--- src/rtl/lsu_word_adapter_if.sv ---
// rtl/lsu_word_adapter_if.sv - request/response and RAM bus bundle for lsu_word_adapter
//
// Signals:
//   req_*        execute-stage request (valid/ready handshake)
//   resp_*       response back to the execute stage (valid/ready handshake)
//   ram_*        single-cycle word access towards the RAM black box
// Modports:
//   slave        the adapter: takes requests, returns responses, drives the RAM
//   master       the surroundings: execute stage plus RAM read-data return
interface lsu_word_adapter_if #(
  parameter int ADDR_WIDTH = 32,
  parameter int DATA_WIDTH = 32
);
  logic                  req_valid;
  logic                  req_ready;
  logic [ADDR_WIDTH-1:0] req_addr;
  logic                  req_wen;
  logic [1:0]            req_size;
  logic                  req_unsigned;
  logic [DATA_WIDTH-1:0] req_wdata;

  logic                  resp_valid;
  logic                  resp_ready;
  logic [DATA_WIDTH-1:0] resp_rdata;
  logic                  resp_err;

  logic                  ram_valid;
  logic [ADDR_WIDTH-1:0] ram_addr;
  logic                  ram_wen;
  logic [DATA_WIDTH-1:0] ram_wdata;
  logic [DATA_WIDTH-1:0] ram_rdata;

  modport slave (
    input  req_valid, req_addr, req_wen, req_size, req_unsigned, req_wdata,
    output req_ready,
    output resp_valid, resp_rdata, resp_err,
    input  resp_ready,
    output ram_valid, ram_addr, ram_wen, ram_wdata,
    input  ram_rdata
  );

  modport master (
    output req_valid, req_addr, req_wen, req_size, req_unsigned, req_wdata,
    input  req_ready,
    input  resp_valid, resp_rdata, resp_err,
    output resp_ready,
    input  ram_valid, ram_addr, ram_wen, ram_wdata,
    output ram_rdata
  );
endinterface

--- src/rtl/lsu_word_adapter.sv ---
// rtl/lsu_word_adapter.sv - byte/half/word load-store adapter onto a word-addressed RAM
//
// Ports:
//   clock        single clock, all state on posedge
//   reset        synchronous, active-high; forces IDLE and clears all registers
//   bus          lsu_word_adapter_if.slave
//                  req_*  : byte address, store/load, size (0 byte, 1 half, 2 word),
//                           unsigned flag, right-aligned store data
//                  resp_* : extended load data (0 for stores/errors), error flag
//                  ram_*  : word-aligned access, one cycle per RD or WR state
module lsu_word_adapter #(
  parameter int ADDR_WIDTH = 32,
  parameter int DATA_WIDTH = 32
) (
  input logic               clock,
  input logic               reset,
  lsu_word_adapter_if.slave bus
);

  typedef enum logic [1:0] {
    S_IDLE = 2'd0,
    S_RD   = 2'd1,
    S_WR   = 2'd2,
    S_RESP = 2'd3
  } state_t;

  localparam logic [1:0] SIZE_BYTE = 2'd0;
  localparam logic [1:0] SIZE_HALF = 2'd1;
  localparam logic [1:0] SIZE_WORD = 2'd2;

  state_t                state;

  // Request captured at accept; req_* are ignored for the rest of the operation.
  logic [ADDR_WIDTH-1:0] addr_q;
  logic                  wen_q;
  logic [1:0]            size_q;
  logic                  unsigned_q;
  logic [DATA_WIDTH-1:0] wdata_q;

  // RAM word read during RD; source for both load extraction and the RMW merge.
  logic [DATA_WIDTH-1:0] word_q;

  logic                  resp_valid_q;
  logic                  resp_err_q;
  logic                  ram_valid_q;
  logic                  ram_wen_q;

  logic                  req_misaligned;
  logic                  req_word_store;

  // Write-back word: lane replacement into the fetched word, or the whole
  // store data for a word store (word_q is then unused).
  function automatic logic [DATA_WIDTH-1:0] merge_word(
    input logic [DATA_WIDTH-1:0] old_word,
    input logic [DATA_WIDTH-1:0] new_data,
    input logic [1:0]            size,
    input logic [1:0]            lane
  );
    logic [DATA_WIDTH-1:0] w;
    w = old_word;
    case (size)
      SIZE_BYTE: w[{lane, 3'b000} +: 8]     = new_data[7:0];
      SIZE_HALF: w[{lane[1], 4'b0000} +: 16] = new_data[15:0];
      default:   w = new_data;
    endcase
    return w;
  endfunction

  // Pick the addressed lane out of the fetched word and extend it.
  function automatic logic [DATA_WIDTH-1:0] extract_load(
    input logic [DATA_WIDTH-1:0] word,
    input logic [1:0]            size,
    input logic [1:0]            lane,
    input logic                  is_unsigned
  );
    logic [7:0]            b;
    logic [15:0]           h;
    logic [DATA_WIDTH-1:0] r;
    b = word[{lane, 3'b000} +: 8];
    h = word[{lane[1], 4'b0000} +: 16];
    case (size)
      SIZE_BYTE: r = {{24{~is_unsigned & b[7]}}, b};
      SIZE_HALF: r = {{16{~is_unsigned & h[15]}}, h};
      default:   r = word;
    endcase
    return r;
  endfunction

  // Size 3 never reaches the RAM; it is reported exactly like a misaligned access.
  always_comb begin
    req_misaligned = 1'b0;
    case (bus.req_size)
      SIZE_BYTE: req_misaligned = 1'b0;
      SIZE_HALF: req_misaligned = bus.req_addr[0];
      SIZE_WORD: req_misaligned = |bus.req_addr[1:0];
      default:   req_misaligned = 1'b1;
    endcase
  end

  // Only a whole-word store can skip the read; sub-word stores need the old word.
  assign req_word_store = bus.req_wen && (bus.req_size == SIZE_WORD);

  always_ff @(posedge clock) begin
    if (reset) begin
      state        <= S_IDLE;
      addr_q       <= '0;
      wen_q        <= 1'b0;
      size_q       <= 2'd0;
      unsigned_q   <= 1'b0;
      wdata_q      <= '0;
      word_q       <= '0;
      resp_valid_q <= 1'b0;
      resp_err_q   <= 1'b0;
      ram_valid_q  <= 1'b0;
      ram_wen_q    <= 1'b0;
    end else begin
      case (state)
        S_IDLE: begin
          if (bus.req_valid) begin
            addr_q     <= bus.req_addr;
            wen_q      <= bus.req_wen;
            size_q     <= bus.req_size;
            unsigned_q <= bus.req_unsigned;
            wdata_q    <= bus.req_wdata;
            if (req_misaligned) begin
              state        <= S_RESP;
              resp_valid_q <= 1'b1;
              resp_err_q   <= 1'b1;
            end else if (req_word_store) begin
              state       <= S_WR;
              ram_valid_q <= 1'b1;
              ram_wen_q   <= 1'b1;
            end else begin
              state       <= S_RD;
              ram_valid_q <= 1'b1;
              ram_wen_q   <= 1'b0;
            end
          end
        end

        S_RD: begin
          // ram_rdata settled after the RAM's negedge update; safe to sample here.
          word_q <= bus.ram_rdata;
          if (wen_q) begin
            state     <= S_WR;
            ram_wen_q <= 1'b1;
          end else begin
            state        <= S_RESP;
            ram_valid_q  <= 1'b0;
            resp_valid_q <= 1'b1;
          end
        end

        S_WR: begin
          state        <= S_RESP;
          ram_valid_q  <= 1'b0;
          ram_wen_q    <= 1'b0;
          resp_valid_q <= 1'b1;
        end

        S_RESP: begin
          if (bus.resp_ready) begin
            state        <= S_IDLE;
            resp_valid_q <= 1'b0;
            resp_err_q   <= 1'b0;
          end
        end

        default: begin
          state        <= S_IDLE;
          resp_valid_q <= 1'b0;
          resp_err_q   <= 1'b0;
          ram_valid_q  <= 1'b0;
          ram_wen_q    <= 1'b0;
        end
      endcase
    end
  end

  // req_ready is forced low during reset even though state may not yet be IDLE.
  assign bus.req_ready  = (state == S_IDLE) && !reset;

  assign bus.resp_valid = resp_valid_q;
  assign bus.resp_err   = resp_err_q;
  // Held stable through backpressure because word_q and the *_q fields only
  // change on accept or in RD.
  assign bus.resp_rdata = (state == S_RESP && !resp_err_q && !wen_q)
                          ? extract_load(word_q, size_q, addr_q[1:0], unsigned_q)
                          : '0;

  assign bus.ram_valid  = ram_valid_q;
  assign bus.ram_wen    = ram_wen_q;
  assign bus.ram_addr   = {addr_q[ADDR_WIDTH-1:2], 2'b00};
  assign bus.ram_wdata  = (state == S_WR)
                          ? merge_word(word_q, wdata_q, size_q, addr_q[1:0])
                          : '0;

endmodule
--- src/flat_wrapper.sv ---
// flat-port wrapper written by rule: the top's interface ports become plain ports
module lsu_word_adapter_flat 
#(
  parameter int ADDR_WIDTH = 32,
  parameter int DATA_WIDTH = 32
)
  (clock, reset, bus_req_valid, bus_req_addr, bus_req_wen, bus_req_size, bus_req_unsigned, bus_req_wdata, bus_req_ready, bus_resp_valid, bus_resp_rdata, bus_resp_err, bus_resp_ready, bus_ram_valid, bus_ram_addr, bus_ram_wen, bus_ram_wdata, bus_ram_rdata);
  lsu_word_adapter_if #(.ADDR_WIDTH(ADDR_WIDTH), .DATA_WIDTH(DATA_WIDTH)) bus_i ();
  input logic clock;
  input logic reset;
  input wire logic [$bits(bus_i.req_valid)-1:0] bus_req_valid;
  input wire logic [$bits(bus_i.req_addr)-1:0] bus_req_addr;
  input wire logic [$bits(bus_i.req_wen)-1:0] bus_req_wen;
  input wire logic [$bits(bus_i.req_size)-1:0] bus_req_size;
  input wire logic [$bits(bus_i.req_unsigned)-1:0] bus_req_unsigned;
  input wire logic [$bits(bus_i.req_wdata)-1:0] bus_req_wdata;
  output wire logic [$bits(bus_i.req_ready)-1:0] bus_req_ready;
  output wire logic [$bits(bus_i.resp_valid)-1:0] bus_resp_valid;
  output wire logic [$bits(bus_i.resp_rdata)-1:0] bus_resp_rdata;
  output wire logic [$bits(bus_i.resp_err)-1:0] bus_resp_err;
  input wire logic [$bits(bus_i.resp_ready)-1:0] bus_resp_ready;
  output wire logic [$bits(bus_i.ram_valid)-1:0] bus_ram_valid;
  output wire logic [$bits(bus_i.ram_addr)-1:0] bus_ram_addr;
  output wire logic [$bits(bus_i.ram_wen)-1:0] bus_ram_wen;
  output wire logic [$bits(bus_i.ram_wdata)-1:0] bus_ram_wdata;
  input wire logic [$bits(bus_i.ram_rdata)-1:0] bus_ram_rdata;
  assign bus_i.req_valid = bus_req_valid;
  assign bus_i.req_addr = bus_req_addr;
  assign bus_i.req_wen = bus_req_wen;
  assign bus_i.req_size = bus_req_size;
  assign bus_i.req_unsigned = bus_req_unsigned;
  assign bus_i.req_wdata = bus_req_wdata;
  assign bus_req_ready = bus_i.req_ready;
  assign bus_resp_valid = bus_i.resp_valid;
  assign bus_resp_rdata = bus_i.resp_rdata;
  assign bus_resp_err = bus_i.resp_err;
  assign bus_i.resp_ready = bus_resp_ready;
  assign bus_ram_valid = bus_i.ram_valid;
  assign bus_ram_addr = bus_i.ram_addr;
  assign bus_ram_wen = bus_i.ram_wen;
  assign bus_ram_wdata = bus_i.ram_wdata;
  assign bus_i.ram_rdata = bus_ram_rdata;
  lsu_word_adapter #(.ADDR_WIDTH(ADDR_WIDTH), .DATA_WIDTH(DATA_WIDTH)) u_core (.clock(clock), .reset(reset), .bus(bus_i));
endmodule
--- config.mk ---
export PLATFORM = sky130hd
export DESIGN_NAME = lsu_word_adapter_flat
export DESIGN_NICKNAME = d
export VERILOG_FILES = /design/src/rtl/lsu_word_adapter_if.sv /design/src/rtl/lsu_word_adapter.sv /design/src/flat_wrapper.sv
export SDC_FILE = /design/constraint.sdc
export NUM_CORES = 1
export LEC_CHECK = 0
export ABC_CLOCK_PERIOD_IN_PS = 2900
export BUFFER_PORTS_ARGS = -buffer_cell sky130_fd_sc_hd__buf_4
export CAP_MARGIN = 10
export CORE_MARGIN = 2
export CORE_UTILIZATION = 50
export CTS_BUF_LIST = sky130_fd_sc_hd__clkbuf_8
export CTS_CLUSTER_DIAMETER = 40
export CTS_CLUSTER_SIZE = 24
export DETAILED_ROUTE_END_ITERATION = 6
export GPL_ROUTABILITY_DRIVEN = 0
export GPL_TIMING_DRIVEN = 0
export PLACE_DENSITY = 0.89
export SYNTH_ARGS = -nofsm -noshare
export SYNTH_HDL_FRONTEND = slang
export SYNTH_SLANG_ARGS = --single-unit
--- constraint.sdc ---
create_clock -name clock -period 2.9 [get_ports clock]
set_input_delay 0.145 -clock clock [delete_from_list [all_inputs] [get_ports clock]]
set_output_delay 0.145 -clock clock [all_outputs]
set_load 0.1 [all_outputs]
# --- Yosys cells after proc, flatten, opt, wreduce, memory -nomap -nowiden ---
# Cells that the tools add are included.
op_classes:
  reduce_logical: 19
  n_bitwise: 3
  n_shift: 6
  n_mul: 0
  order_cmp: 0
  div: 0
  n_mux: 28
  n_addsub: 2
  eq_ne: 12
op_table:
  columns: ["op", "n"]
  rows:
  - ["32-bit case mux with 2 select lines", 2]
  - ["32-bit bitwise mux", 2]
  - ["32-bit two-way mux", 2]
  - ["16-bit by 7-bit variable shift with 32-bit output, first input constant", 1]
  - ["8-bit by 7-bit variable shift with 32-bit output, first input constant", 1]
  - ["16-bit by 7-bit indexed part select with 32-bit output", 1]
  - ["32-bit by 6-bit indexed part select with 16-bit output", 1]
  - ["32-bit by 6-bit indexed part select with 8-bit output", 1]
  - ["8-bit by 7-bit indexed part select with 32-bit output", 1]
  - ["4-bit AND reduction", 4]
  - ["5-bit negation with 7-bit output", 2]
  - ["1-bit two-way mux", 12]
  - ["1-bit case mux with 3 select lines", 3]
  - ["2-bit two-way mux", 4]
  - ["2-bit != test, second input constant", 4]
  - ["2-bit case mux with 4 select lines", 1]
  - ["2-bit by 1-bit equality test with 1-bit output, second input constant", 3]
  - ["2-bit equality test, second input constant", 3]
  - ["2-bit zero test", 3]
  - ["1-bit logical AND", 4]
  - ["2-bit by 1-bit != test with 1-bit output, second input constant", 2]
  - ["1-bit case mux with 4 select lines", 1]
  - ["2-bit AND reduction", 2]
  - ["1-bit zero test", 3]
  - ["other kinds (6)", 7]
totals:
  ram_bits: 0
  register_bits: 106
  latch_bits: 0
  rom_bits: 0
  input_bits: 104
  wordCells: 81
  output_inout_bits: 101
  memories: 0

# --- Depth between registers and ports, before layout ---
# Gate-level depths: netlist of the first run.
logic_depth:
  ltp_word: 6
  ltp_mapped: 9
  ltp_nobuf: 6

# --- Least setup slack after synthesis of the first run ---
# No wires, ideal clock.
synth_timing:
  kind: "register -> output"
  start: "register u_core.resp_err_q (netlist: u_core.bus.resp_err)"
  end: "output port bus_resp_rdata[7]"
  t_required_ns: 2.755
  slack_ns: -1.682
  n_path_buf: 1
  path_stages_with_launch: 4
  arrival_ns: 4.437
  cell_sequence: "dfxtp_1 -> or3_1 -> buf_1 -> o41ai_1"
synth_between:
  elab_chain_len: 4
synth_lines:
  columns: ["item", "line", "text"]
  rows:
  - ["start: declaration", "lsu_word_adapter.sv:44", "logic resp_err_q;"]
  - ["start signal: assignment", "lsu_word_adapter.sv:113", "resp_err_q <= 1'b0;"]
  - ["start signal: assignment", "lsu_word_adapter.sv:128", "resp_err_q <= 1'b1;"]
  - ["start signal: assignment", "lsu_word_adapter.sv:165", "resp_err_q <= 1'b0;"]
  - ["1-bit zero test", "lsu_word_adapter.sv:187", "assign bus.resp_rdata = (state == S_RESP && !resp_err_q && !wen_q)"]
  - ["1-bit logical AND (2 in a row)", "lsu_word_adapter.sv:187", null]
  - ["32-bit two-way mux", "lsu_word_adapter.sv:188", "? extract_load(word_q, size_q, addr_q[1:0], unsigned_q)"]
  - ["end: declaration", "flat_wrapper.sv:19", "output wire logic [$bits(bus_i.resp_rdata)-1:0] bus_resp_rdata;"]
# No other way between the ends.

# --- Worst setup path after layout of the first run ---
layout_timing:
  start: "register u_core.addr_q[1]"
  end: "output port bus_ram_wdata[23]"
layout_between:
  elab_chain_len: 5
  elab_cells_between_ends: 10
  cone_classes: "add/sub: 2; shift: 4; mux: 4"
layout_lines:
  columns: ["item", "line", "text"]
  rows:
  - ["start: declaration", "lsu_word_adapter.sv:34", "logic [ADDR_WIDTH-1:0] addr_q;"]
  - ["start signal: assignment", "lsu_word_adapter.sv:120", "addr_q <= bus.req_addr;"]
  - ["5-bit negation with 7-bit output, on equally long branches", "lsu_word_adapter.sv:63, lsu_word_adapter.sv:62", null]
  - ["16-bit by 7-bit indexed part select with 32-bit output, or another cell as far along", "lsu_word_adapter.sv:63", "SIZE_HALF: w[{lane[1], 4'b0000} +: 16] = new_data[15:0];"]
  - ["32-bit bitwise mux, on equally long branches", "lsu_word_adapter.sv:63, lsu_word_adapter.sv:62", null]
  - ["32-bit case mux with 2 select lines (*)", "lsu_word_adapter.sv:61", "case (size)"]
  - ["32-bit two-way mux (*)", "lsu_word_adapter.sv:195", "? merge_word(word_q, wdata_q, size_q, addr_q[1:0])"]
  - ["end: declaration", "flat_wrapper.sv:25", "output wire logic [$bits(bus_i.ram_wdata)-1:0] bus_ram_wdata;"]
# Every way passes the cells marked *; elsewhere a longest branch is shown, timed or not.

==> results.yml, run 1 <==
run_status:
  status: "completed"
cells_and_area:
  layout.nets: 1241
  antenna_cells: 0
  synthToLayoutAreaGrowth_pct: 51.2
  fill_cells: 837
  final_cell_mix: "buf_4, nand2_1, a21oi_1"
  layout_commonest_cell: "buf_4"
  fin_area_um2: 9610
  drive_gt1_share_pct: 29.7
  fin_cells: 1305
  utilization_pct: 76.8
sta:
  clock_skew_ps: 8.55
  final_hold_viol_count: 0
  fin_crit_sh_pct: 98.1
  fin_crit_ps: 2850
  slew_headroom_pct: 57.0
  post-route-worst-setup-slack_ps: 53.7
  maxSlewViolCount: 0
  worst_slew_pin_slew_ps: 645
  hold_ws_ps: 1.51
  fmax_mhz: 351
  setup_viol: 0
clock_network:
  ctsRootBufferMaster: "clkbuf_8"
  cts_tree: "yes"
  cts_buffers: 9
  clk_pin_slew_ps: 110
  clockBufferDepth: 2
  clock_latency_ps: 400
  clock-sinks: 106
  cts.htree.levels: 3
setup_path:
  critPathRequiredTime_ps: 2760
  cp-start-kind: "flop"
  crit_fanout: 19
  arrival_ps: 2700
  rrSetupSlack_ps: 740
  path_delay_family: "buffers and inverters"
  critPathBufInv: 4
  rr_worst_depth: 8
  reg2reg_to: "u_core.addr_q[8]"
  cp-end-kind: "output pin"
  r2r_start: "u_core.state[0]"
  crit_type: "reg -> out"
  slowest_delay_ps: 350
  cp.depth: 9
  cp_cell_sequence: "buf_6 -> inv_2 -> ha_4 -> nor4bb_4 -> buf_4 -> a221o_1 -> a22oi_1 -> nor2b_2 -> buf_12"
  crit_path_top_delay_cell: "dfxtp_1"
placement:
  postPlaceCellArea_um2: 8240
  dp_hpwl_um: 16200
  io_buffers: 201
  place_ws_ps: 4.54
  dp.cells: 1199
synth:
  ys_ff_latch: 106
  ys.flop_type: "dfxtp_1"
  yosysSeqAreaShare_pct: 33.4
  yosys_warnings: 0
  synthCells: 825
  synth-edff-count: 0
  syn-cell-area_um2: 6360
  synth_async_sr_flop_share_pct: 0
  synth_cell_types: 50
  synth_area_per_cell_um2: 7.71
drt:
  vias_per_cell: 5.92
  drc_errors: 0
  ant_nets: 0
  dr.pass1.iters: 6
  drtIter0Drc: 1025
  wirelength_um: 24600
  wire_per_inst_um: 18.9
  num_vias: 7730
global_routing:
  grt_overflow: 0
  antenna_found_initial: 0
  grt_max_degree: 20
  grt_pass1_vias: 7448
  grt_pass1_wl_um: 37100
  grtUsageTotal_pct: 35.0
pwr:
  p_leak_uw: 0.00392
  vdd_drop_max_v: 0.000666
  pwr_density_cell_nw_per_um2: 799
die:
  fp.dieArea_um2: 13600
  fp.coreArea_um2: 12500
  placementRows: 41
  start_util_pct: 50.8
  io_pins: 205
  fp.dieH_um: 117
  die_w_um: 117
flow_run:
  drv_cap: 0
min_path:
  hold_class: "in -> reg"
  hold_path_end: "u_core.word_q[22]"
  min_from: "bus_ram_rdata[22]"
  min_path_cells: 3
[sequential cells by signal (all words and copies together) (netlist names)]
register / flops
u_core.unsigned_q: 1
u_core.size_q: 2
u_core.bus.resp_err: 1
u_core.word_q: 32
u_core.wdata_q: 32
u_core.wen_q: 1
u_core.addr_q: 32
u_core.state: 2
u_core.bus.resp_valid: 1
u_core.bus.ram_valid: 1
u_core.bus.ram_wen: 1
[cell families after synthesis]
group | count (synthesis) | synth area share [%]
compound gates | 251 | 25.4
fa+ha+maj | 9 | 1.77
buf+inv | 121 | 9.82
flops | 106 | 33.4
mux | 61 | 11.1
other cells | 1 | 0.0590
simple gates | 276 | 18.5
[Yosys cell counts, types with 11 or more instances]
cell type,n,area share (%)
a221o_1,16,2.5
a22o_1,16,2.2
nand2_1,145,8.6
buf_4,34,4.0
buf_2,16,1.3
mux2i_1,51,8.0
dfxtp_1,106,33
o21ai_0,37,2.9
a22oi_1,17,2.0
nor2_1,78,4.6
o22ai_1,15,1.5
inv_1,11,0.65
nor2b_1,28,2.8
a21oi_1,107,8.4
clkbuf_1,48,2.8
[metal layers]
metal / wire (µm) / part of all wire, % / global-route usage (%) / vias to the layer above
li1: - / - / - / 3460
met1: 8840 / 36 / 41.0 / 3559
met2: 11500 / 47 / 58.8 / 571
met3: 2780 / 11 / 9.70 / 140
met4: 1520 / 6.1 / 17.9 / 0
met5: 0 / 0 / 0 / -
[area by class of cell]
| class | instances | area, µm² | share of cell area (%) |
|---|---|---|---|
| plain buffers | 107 | 599 | 6.24 |
| clock buffers | 9 | 124 | 1.29 |
| clock inverters | 7 | 131 | 1.37 |
| inverters | 12 | 48.8 | 0.508 |
| multi-input cells | 599 | 3830 | 39.8 |
| flip-flops and latches | 106 | 2120 | 22.1 |
| well taps | 172 | 215 | 2.24 |
| repair buffers | 293 | 2540 | 26.4 |
[how the worst max path moves through the flow]
stage | from | end | slack [ps]
4_1_cts | u_core.addr_q[1] | bus_ram_wdata[9] | 10
3_5_place_dp | u_core.addr_q[1] | bus_ram_wdata[29] | 5
3_3_place_gp | u_core.addr_q[1] | bus_ram_wdata[28] | 70
6_report | u_core.addr_q[1] | bus_ram_wdata[23] | 50
5_1_grt | u_core.addr_q[1] | bus_ram_wdata[26] | -9
2_1_floorplan | u_core.bus.resp_err | bus_resp_rdata[0] | -660
[power by group]
group	internal (µW)	total [µW]	switching (µW)	leakage, µW
logic	1460	4390	2940	0.00293
registers	1750	2130	382	0.000869
clock network	587	1160	574	0.000123
total	3790	7680	3890	0.00392
[worst min-delay path, delay by kind of cell]
family                 cells  cell delay (ps)
buffers and inverters      1               80
AND/OR/NAND/NOR            1               80
multiplexers               1               60
[per-stage QoR]
stage,total power (µW),setup TNS (ps)
2_1_floorplan,5210,-4970
3_3_place_gp,6090,0
3_5_place_dp,6170,0
4_1_cts,7450,0
5_1_grt,7980,-12.3
6_report,7680,0
[timing repair]
action | in CTS | in global routing
hold buffers | 90 | 0
setup endpoints to repair | 32 | 48
pin swaps | 1 | 1
cloned | 0 | 0
resized for setup | 28 | 27
endpoints found under the hold margin | 90 | 0
setup buffers | 0 | 2
Power figures use the tool's default switching activity.
==> inputs of run 2 (changes only) <==
--- a/config.mk
+++ b/config.mk
@@ -5,7 +5,8 @@
 export SDC_FILE = /design/constraint.sdc
 export NUM_CORES = 1
 export LEC_CHECK = 0
-export ABC_CLOCK_PERIOD_IN_PS = 2900
+export ABC_AREA = 1
+export ABC_CLOCK_PERIOD_IN_PS = 3100
 export BUFFER_PORTS_ARGS = -buffer_cell sky130_fd_sc_hd__buf_4
 export CAP_MARGIN = 10
 export CORE_MARGIN = 2
==> constraint.sdc (replaced) <==
create_clock -name clock -period 3.1 [get_ports clock]
set_input_delay 0.155 -clock clock [delete_from_list [all_inputs] [get_ports clock]]
set_output_delay 0.155 -clock clock [all_outputs]
set_load 0.1 [all_outputs]
==> run 2 against run 1 <==
The flow now finishes with violations (DRC, hold timing); sequential power rose by 7%; utilization down 8.1 points; critical path depth is the same; via count is 1.1% lower; wire length fell by 10%; sequential cell count stayed put; clock power is 24% lower; power increased by 14%; cell area decreased by 13%; synthesized cell count up 16%; clock skew increased by 6.9 ps; critical path type unchanged; largest cell class unchanged; largest power group unchanged.
==> results.yml, run 2 <==
pwr:
  p_int_uw: 3650
  seqPwrFrac_pct: 26.0
  pwr_density_cell_nw_per_um2: 1060
  finalPower_uw: 8780
  vdd_drop_max_v: 0.000932
  p_clk_share_pct: 10.1
  swShare_pct: 58.5
  p_leak_uw: 0.00358
  switching_power_uw: 5130
  pwr-share-comb_pct: 63.9
run_status:
  violations: "DRC, hold timing"
  status: "complete, but fails checks"
sta:
  fin_crit_sh_pct: 93.3
  setup_tns_ps: 0
  rsz0062_at_grt: "no"
  setup_viol: 0
  worst_slew_pin_slew_ps: 669
  final_hold_viol_count: 1
  fin_crit_ps: 2890
  slew_headroom_pct: 55.4
  fmax_mhz: 346
  clock_skew_ps: 15.4
  maxSlewViolCount: 0
  hold_ws_ps: -4.24
drt:
  wire_per_inst_um: 16.3
  dr.pass1.iters: 7
  drtIter0Drc: 885
  ant_nets: 0
  wl_met3_um: 3020
  num_vias: 7645
  wirelength_um: 22100
  wl_met1_um: 8130
  dr.max_layer_used: "met4"
  drc_errors: 1
  vias_per_cell: 5.65
  wl_met2_um: 9720
clock_network:
  clockBufferDepth: 2
  cts.htree.levels: 3
  cts_tree: "yes"
  clock-sinks: 106
  ctsRootBufferMaster: "clkbuf_8"
  clk_pin_slew_ps: 120
  clock_latency_ps: 400
  cts_buffers: 9
placement:
  dp_hpwl_um: 17000
  io_buffers: 202
synth:
  synthCells: 961
  synth_top_cell_by_area: "dfxtp_1"
  yosys_warnings: 0
  yosysMostFrequentCell: "o21ai_0"
  synth_area_per_cell_um2: 6.49
  yosysTopAreaCellShare_pct: 34.0
  syn-cell-area_um2: 6230
  ys.flop_type: "dfxtp_1"
  synth-edff-count: 0
  ys_ff_latch: 106
  ys_top_cells_by_count: "o21ai_0, nor2_1, a21oi_1, dfxtp_1, nand2_1"
  synth_async_sr_flop_share_pct: 0
  yosysSeqAreaShare_pct: 34.0
  synth_cell_types: 31
  ys_top_cells_by_area: "dfxtp_1, o21ai_0, nor2_1"
setup_path:
  rr_worst_depth: 7
  cp-end-kind: "output pin"
  arrival_ps: 2740
  crit_fanout: 10
  cp-start-kind: "flop"
  critPathRequiredTime_ps: 2940
  crit_type: "reg -> out"
cells_and_area:
  synthToLayoutAreaGrowth_pct: 33.4
  layout_commonest_cell: "buf_4"
  drive_gt1_share_pct: 26.9
  layout.nets: 1294
  antenna_cells: 0
  top_regs: "u_core.addr_q x32, u_core.wdata_q x32, u_core.word_q x32"
  utilization_pct: 68.7
  final_cell_mix: "buf_4, o21ai_0, nor2_1"
min_path:
  hold_class: "in -> reg"
  min_path_cells: 3
die:
  placementRows: 40
  start_util_pct: 51.5
  fp.coreArea_um2: 12100
  io_pins: 205
  die_w_um: 116
  fp.dieArea_um2: 13400
  fp.dieH_um: 116
global_routing:
  grt_max_degree: 20
  grtUsageTotal_pct: 32.1
  antenna_found_initial: 0
  grt_overflow: 0
  grt_pass1_wl_um: 33800
  grt_pass1_vias: 6875
flow_run:
  drv_cap: 0
## run 2: cell types whose count changed after synthesis, sizes merged, moves of 15 or more
cell / delta
nand2: -62
inv: +43
nor2b: -28
a22o: -16
mux2i: -51
a221o: -16
a21oi: +16
nand3: +25
o21ai: +178
o22ai: -15
nor2: +126
## run 2: per-layer routing
| metal | up-vias | track usage, % |
|---|---|---|
| met3 | 110 | 9.00 |
| met1 | 3370 | 40.1 |
| met5 | - | 0 |
| li1 | 3619 | - |
| met4 | 0 | 14.4 |
| met2 | 546 | 51.9 |
## run 2: what timing repair did
item                       in CTS  in global routing
hold buffers                    7                  0
gates resized for setup         0                  3
setup endpoints to repair       9                 10
setup buffers                   0                  0
hold endpoints to repair        7                  0
## run 2: area by class of cell
cell class                 instances  area [µm²]
timing repair buffer             209        1590
clock buffer                       9         124
fill                            1069        3800
multi-input combinational        701        3450
sequential                       106        2120
tap                              168         210
clock inverter                     6        66.3
inverter                          56         210
buffer                            98         542
## run 2: worst paths after layout
kind,from,end,slack [ps]
setup / recovery,u_core.addr_q[0],bus_ram_wdata[23],210
hold reg to reg,u_core.bus.ram_valid,u_core.bus.ram_valid,480
setup reg to reg,u_core.state[1],u_core.word_q[11],1150
hold / removal,bus_req_wdata[26],u_core.wdata_q[26],-4
## run 2: cells by family (layout without fill, tap and decap cells)
logic type | Yosys count | count (layout) | synth area share (%)
simple gates | 321 | 321 | 21.3
buf+inv | 155 | 378 | 12.1
flops | 106 | 106 | 34.0
compound gates | 369 | 369 | 30.7
fa+ha+maj | 9 | 9 | 1.81
other cells | 1 | 2 | 0.0602
## run 2: worst max-delay path: stages, from the launching register on
cell and delay (ps):
dfxtp_1 370, buf_4 200, inv_1 180, ha_1 370, clkbuf_2 210, nand2_1 200
o21ai_0 220, nand2_1 110, a21oi_2 160, buf_4 310
## run 2: metrics by stage
| stage | cell area [µm²] | worst slack [ps] | instances | hold slack, ps |
|---|---|---|---|---|
| 2_1_floorplan | 6330 | 26.4 | 962 | 224 |
| 3_3_place_gp | 8060 | 415 | 1332 | 337 |
| 3_5_place_dp | 8060 | 383 | 1332 | 337 |
| 4_1_cts | 8310 | 165 | 1353 | 0.103 |
| 5_1_grt | 8320 | 40.1 | 1353 | 3.21 |
| 6_report | 8320 | 207 | 1353 | -4.24 |
## run 2: power by group through the flow
| stage | Combinational (µW) | Sequential, µW | Clock (µW) |
|---|---|---|---|
| 2_1_floorplan | 4120 | 2310 | 0 |
| 3_3_place_gp | 5410 | 2270 | 0 |
| 3_5_place_dp | 5480 | 2280 | 0 |
| 4_1_cts | 5500 | 2250 | 881 |
| 5_1_grt | 5970 | 2320 | 931 |
| 6_report | 5610 | 2280 | 885 |
